### src/rtl/cdb_arbiter.sv
// cdb_arbiter: round-robin arbiter onto a registered common data bus.
// Define CDB_ARBITER_STATS_EN to add the bcast_cnt / conflict_cnt statistics outputs.
module cdb_arbiter #(
   parameter int N_PORTS = 4
) (
   input  logic                    clk,
   input  logic                    rst,
   input  logic                    flush,
   input  logic [N_PORTS-1:0]      req,
   input  logic [8*N_PORTS-1:0]    req_tag,
   input  logic [32*N_PORTS-1:0]   req_data,
   output logic [N_PORTS-1:0]      taken,
   output logic [40:0]             cdb
`ifdef CDB_ARBITER_STATS_EN
   ,
   output logic [31:0]             bcast_cnt,
   output logic [31:0]             conflict_cnt
`endif
);
   localparam int PW = $clog2(N_PORTS);
   logic [PW-1:0]      ptr_q, ptr_d, win;
   logic [N_PORTS-1:0] elig;
   logic               found, grant;
   logic [40:0]        cdb_q, cdb_d;
   // Tag 0 means "no producer": such a request is never eligible.
   always_comb begin
      elig = '0;
      for (int i = 0; i < N_PORTS; i++) elig[i] = req[i] && (req_tag[8*i +: 8] != 8'h00);
   end
   always_comb begin
      found = 1'b0;
      win   = '0;
      for (int k = 0; k < N_PORTS; k++) begin
         if (!found && elig[(int'(ptr_q) + k) % N_PORTS]) begin
            found = 1'b1;
            win   = PW'((int'(ptr_q) + k) % N_PORTS);
         end
      end
   end
   assign grant = found && !flush && !rst;
   assign taken = grant ? N_PORTS'(1) << win : '0;
   always_comb begin
      ptr_d = flush ? '0 : !grant ? ptr_q : (int'(win) == N_PORTS - 1) ? '0 : win + 1'b1;
      cdb_d = grant ? {1'b1, req_tag[8*int'(win) +: 8], req_data[32*int'(win) +: 32]} : '0;
   end
   always_ff @(posedge clk or posedge rst) begin
      if (rst) begin
         ptr_q <= '0;
         cdb_q <= '0;
      end else begin
         ptr_q <= ptr_d;
         cdb_q <= cdb_d;
      end
   end
   assign cdb = cdb_q;
`ifdef CDB_ARBITER_STATS_EN
   logic [31:0] bcast_cnt_q, bcast_cnt_d, conflict_cnt_q, conflict_cnt_d;
   // A conflict cycle leaves some eligible port without a grant; flush cycles count too.
   always_comb begin
      bcast_cnt_d    = bcast_cnt_q + 32'(grant);
      conflict_cnt_d = conflict_cnt_q + 32'(|(elig & ~taken));
   end
   always_ff @(posedge clk or posedge rst) begin
      if (rst) begin
         bcast_cnt_q    <= '0;
         conflict_cnt_q <= '0;
      end else begin
         bcast_cnt_q    <= bcast_cnt_d;
         conflict_cnt_q <= conflict_cnt_d;
      end
   end
   assign bcast_cnt    = bcast_cnt_q;
   assign conflict_cnt = conflict_cnt_q;
`endif
endmodule

### config.mk
export PLATFORM = sky130hd
export DESIGN_NAME = cdb_arbiter
export DESIGN_NICKNAME = d
export VERILOG_FILES = /design/src/rtl/cdb_arbiter.sv
export SDC_FILE = /design/constraint.sdc
export NUM_CORES = 1
export LEC_CHECK = 0
export ABC_AREA = 1
export CORE_MARGIN = 3
export CORE_UTILIZATION = 35
export CTS_BUF_LIST = sky130_fd_sc_hd__clkbuf_2
export DETAILED_ROUTE_END_ITERATION = 12
export GPL_ROUTABILITY_DRIVEN = 0
export GPL_TIMING_DRIVEN = 0
export HOLD_SLACK_MARGIN = 0.05
export PLACE_DENSITY = 0.89
export SYNTH_ARGS = -nofsm -noshare
export SYNTH_HDL_FRONTEND = slang
export SYNTH_SLANG_ARGS = --single-unit
### constraint.sdc
create_clock -name clk -period 3.4 [get_ports clk]
set_input_delay 0.68 -clock clk [delete_from_list [all_inputs] [get_ports clk]]
set_output_delay 0.68 -clock clk [all_outputs]
set_load 0.01 [all_outputs]
* Yosys cells after proc, flatten, opt, wreduce, memory -nomap -nowiden
Cells that the tools add are included.
** Operators by class
- Order comparisons :: 4
- Equality and inequality tests :: 1
- Shift operators :: 3
- Reduce and logical (&&, ||, !) cells :: 22
- Add/subtract/negate cells :: 4
- Mux-type cells :: 24
- Bitwise gates (word level) :: 3
** Operators with widths (count)
- indexed part select 128 x 8 -> 32 bit :: 1
- 2-to-1 mux 41 bit :: 1
- nonzero test 8 bit :: 4
- indexed part select 32 x 6 -> 8 bit :: 1
- 2-to-1 mux 2 bit :: 7
- < comparator 3 x 4 -> 1 bit (second input constant) :: 3
- 2-to-1 mux 1 bit :: 11
- logical AND 1 bit :: 9
- binary-select mux 1 bit (select 2 bit) :: 4
- OR reduction 2 bit :: 3
- logical NOT 1 bit :: 5
- adder 2 x 1 -> 2 bit (second input constant) :: 2
- adder 2 bit (second input constant) :: 2
- 2-to-1 mux 4 bit :: 1
- left shift 1 x 2 -> 4 bit (first input constant) :: 1
- AND 1 bit (first input constant) :: 3
- < comparator 2 x 3 -> 1 bit (second input constant) :: 1
- == test 2 x 1 -> 1 bit (second input constant) :: 1
- nonzero test 2 bit :: 1
** Word-level totals
- Bits in registers :: 43

* Logic depth before layout (Yosys ltp)
- Depth after elaboration :: 18
- Gate-level depth with buffers :: 18

* Worst setup path after synthesis
Ideal clock, no wire load.
- Kind :: input to output
- Start :: input req_tag[6]
- End :: output taken[1]
- Data required time :: 2720 ps
- Arrival :: 2267 ps
- Cell stages on the path :: 17
- Path slack :: 453 ps
- Path buffers :: 2
- Cell sequence :: nor2_1 -> and2_1 -> nand2_1 -> nand3_1 -> nand2_1 -> nand2_1 -> nand2_1 -> nand2_1 -> nand2_1 -> nand2_1 -> nand3_2 -> buf_6 -> buf_4 -> inv_1 -> ha_1 -> inv_1 -> nor2_1
** On the way
- Longest elaborated chain between the ends :: 17
- Elaborated cells between the ends (all ways) :: 31
** Ends and longest elaborated chain
- from (decl) :: line 10 : input logic [8*N_PORTS-1:0] req_tag,
- nonzero test 8 bit (*) :: line 28 : for (int i = 0; i < N_PORTS; i++) elig[i] = req[i] && (req_tag[8*i +: 8] != 8'h00);
- logical AND 1 bit (*) :: line 28
- binary-select mux 1 bit (select 2 bit) :: line 34 : if (!found && elig[(int'(ptr_q) + k) % N_PORTS]) begin
- 2-to-1 mux 1 bit (implied by the code) :: line 34
- 2-to-1 mux 1 bit :: line 34
- logical NOT 1 bit :: line 34
- logical AND 1 bit :: line 34
- 2-to-1 mux 1 bit :: line 34
- logical NOT 1 bit :: line 34
- logical AND 1 bit :: line 34
- 2-to-1 mux 1 bit :: line 34
- logical NOT 1 bit :: line 34
- logical AND 1 bit :: line 34
- 2-to-1 mux 1 bit :: line 34
- logical AND 1 bit (2 in series) :: line 40 : assign grant = found && !flush && !rst;
- 2-to-1 mux 4 bit (*) :: line 41 : assign taken = grant ? N_PORTS'(1) << win : '0;
- to (decl) :: line 12 : output logic [N_PORTS-1:0] taken,
Mark *: on every way between the ends. The rest lies on a longest branch, timed or not. The select of a mux whose other input is x is not followed.

* Worst setup path after layout
- Start :: input req_tag[7]
- End :: output taken[3]
The elaborated chain is that of the path after synthesis.

==> metrics.txt <==
Final TNS setup 0 ns; Non-Filler Instances 952; Final nets 993; Async SR Flop Fraction 100%; Worst Setup SP req_tag[7]; first-pass GRT wire length between 20 and 25 mm; wire per inst 14.8 microns; Synth Register Bits 43; largest net degree at the start of global routing 24; RSZ-0062 raised after global routing false; Fin. Hold Viols 0; setup violators final 0; Post-Syn Nets around 760; area of the mapped netlist 0.00342 sq mm; Final Skew 0.0242 ns; Critical R2R Launch ptr_q[0]$_DFFE_PP0P_; CP arrival 2.62 ns; outcome finished clean; Peak Freq 303 MHz; hold slack 0.590 ns; antenna violations before repair 0; Root Driver clkbuf_2; htree depth 2; vias 4518; drt pass-1 iters 4; post-layout min period between 3 and 4 ns; Seq/Total Area, Yosys 31.5%; vias per inst 4.75; Synth top cells by count 195 x nand2_1, 135 x nor2_1, 99 x nand3_1, 54 x inv_1, 43 x dfrtp_1; overall power between 5 and 6 mW; Initial Utilization 36.5%; final instance area 0.00619 sq mm; worst skew pair latency between 0.4 and 0.5 ns; MaxCap Viol Count 0; IO buf count 211; Tot GR Track Use 24.6%; final wirelength 14.1 mm; total CTS buffers 5; Area after DPL 0.00571 sq mm; clock-pin slew on the worst setup and hold paths roughly 0.24 ns; # DRC 0; Die Width 105 microns; Max-Slew Margin vs Limit 62.9%; post-route ant nets 0; CTS max path bufs 2; VDD IR max 0.450 mV; Cell Pwr Density roughly 860 mW/mm^2; number of DRC markers in iteration 0 between 300 and 400; chip height between 100 and 150 microns; syn_area_per_cell 5.80 sq um; core region area 0.00937 sq mm; top cells by area, synth dfrtp_1 31%, nand2_1 21%, nor2_1 15%; dpl hpwl 10.5 mm; Cell variety after synth 22; Core Rows 35; share of the synthesized area in the top cell type 31.5%; I/O pin count about 210; Synth area leader dfrtp_1; EDFF count, synth 0; cts hold-fix bufs 0; P&R area growth vs syn 80.8%; crit-path max FO 6; placed cells ~930; clock tree sinks 43; final max-slew violation count 0; Worst Setup Start Kind primary input; crit path capture type output port; CP Class primary input to output port; synth warn 0; CTS tree done; diode count 0; DIE AREA 0.0110 sq mm; slew at the pin closest to its max-slew limit between 0.5 and 0.6 ns; grt ovf 0; Mapped Cells 590; CP required 2.72 ns; Top FF cell, synth dfrtp_1; most numerous cell in the Yosys netlist nand2_1; period utilization 96.9%; share of layout cells above drive strength 1 between 10% and 20%; leak pwr 3.33 nW; vias in the first global route 4305; Hold WC Path Type primary input to asynchronous set/reset pin
==> stage by stage <==
stage | utilization, % | setup WS [ns]
after global placement | 60.8 | -0.869
after global routing | 66.0 | 0.00658
final | 66.0 | 0.105
after floorplan | - | 0.453
after detailed placement | 61.0 | -0.902
after CTS | 63.4 | 0.00193
==> what timing repair did <==
item,4_1_cts,5_1_grt
pin swaps,12,22
gates resized for setup,52,53
gates cloned,1,0
buffers inserted,8,6
setup endpoints to repair,4,4
==> final timing paths <==
kind / to / slack [ns] / cells past startpoint
worst max register to register: cdb[9]$_DFF_PP0_ / 0.84 / 13
worst min-delay path: cdb[14]$_DFF_PP0_ / 0.59 / 2
max in group asynchronous: cdb[9]$_DFF_PP0_ / 2.30 / 3
min in group clk: cdb[35]$_DFF_PP0_ / 0.59 / 5
worst min register to register: ptr_q[1]$_DFFE_PP0P_ / 0.82 / 3
worst max-delay path: taken[3] / 0.10 / 16
==> power breakdown <==
group	leakage (nW)	internal [mW]	switching, mW
combinational	2.71	1.83	2.46
clock	0.0404	0.121	0.184
sequential	0.579	0.698	0.0482
total	3.33	2.65	2.69
==> cell usage in the layout, fill, tap and decap left out, types with 10 or more instances in the layout <==
master and instances:
buf_2 18, buf_4 16, clkbuf_1 10, clkdlybuf4s50_1 175
dfrtp_1 43, dlymetal6s2s_1 25, inv_1 52, inv_2 11
nand2_1 182, nand3_1 87, nor2_1 133
==> worst max-delay path: stages <==
cell,delay (ns)
dlygate4sd2_1,0.25
nor2_1,0.10
and2_1,0.15
nand2_1,0.09
nand3_2,0.10
nand2_4,0.07
o21ai_4,0.27
buf_6,0.15
nand3_2,0.09
nand3_4,0.11
buf_12,0.12
inv_2,0.04
ha_1,0.18
inv_1,0.05
nor2_1,0.04
buf_2,0.13
==> sequential cells by signal, summed over array words and instances, names as in the netlist <==
signal,flops
cdb,41
ptr_q,2
==> logic make-up (layout without fill, tap and decap cells) <==
logic type / after synthesis / count (layout) / synth area share [%]
AOI/OAI and AO/OA: 4 / 4 / 0.951
xor gates and xnor gates: 1 / 1 / 0.476
adders and majority gates: 4 / 4 / 1.46
buffers and inverters: 101 / 334 / 13.1
DFF: 43 / 43 / 31.5
and+or+nand+nor: 437 / 437 / 52.6
==> per-layer routing <==
| metal | vias to the layer above | part of all wire, % | GRT usage [%] |
|---|---|---|---|
| met1 | 2049 | 41 | 30.6 |
| met5 | - | 0 | 0 |
| met4 | 0 | 2.5 | 7.97 |
| met2 | 187 | 49 | 42.3 |
| li1 | 2256 | - | - |
| met3 | 26 | 7.5 | 5.25 |
==> cell type report <==
cell class	instances	area [sq um]
Tap cell	129	161
Buffer	33	206
Inverter	66	258
Clock inverter	3	38.8
Clock buffer	5	25.0
Sequential cell	43	1080
Fill cell	828	3190
Multi-Input combinational cell	446	2100
Timing Repair Buffer	227	2320
Power figures use the tool's default switching activity.
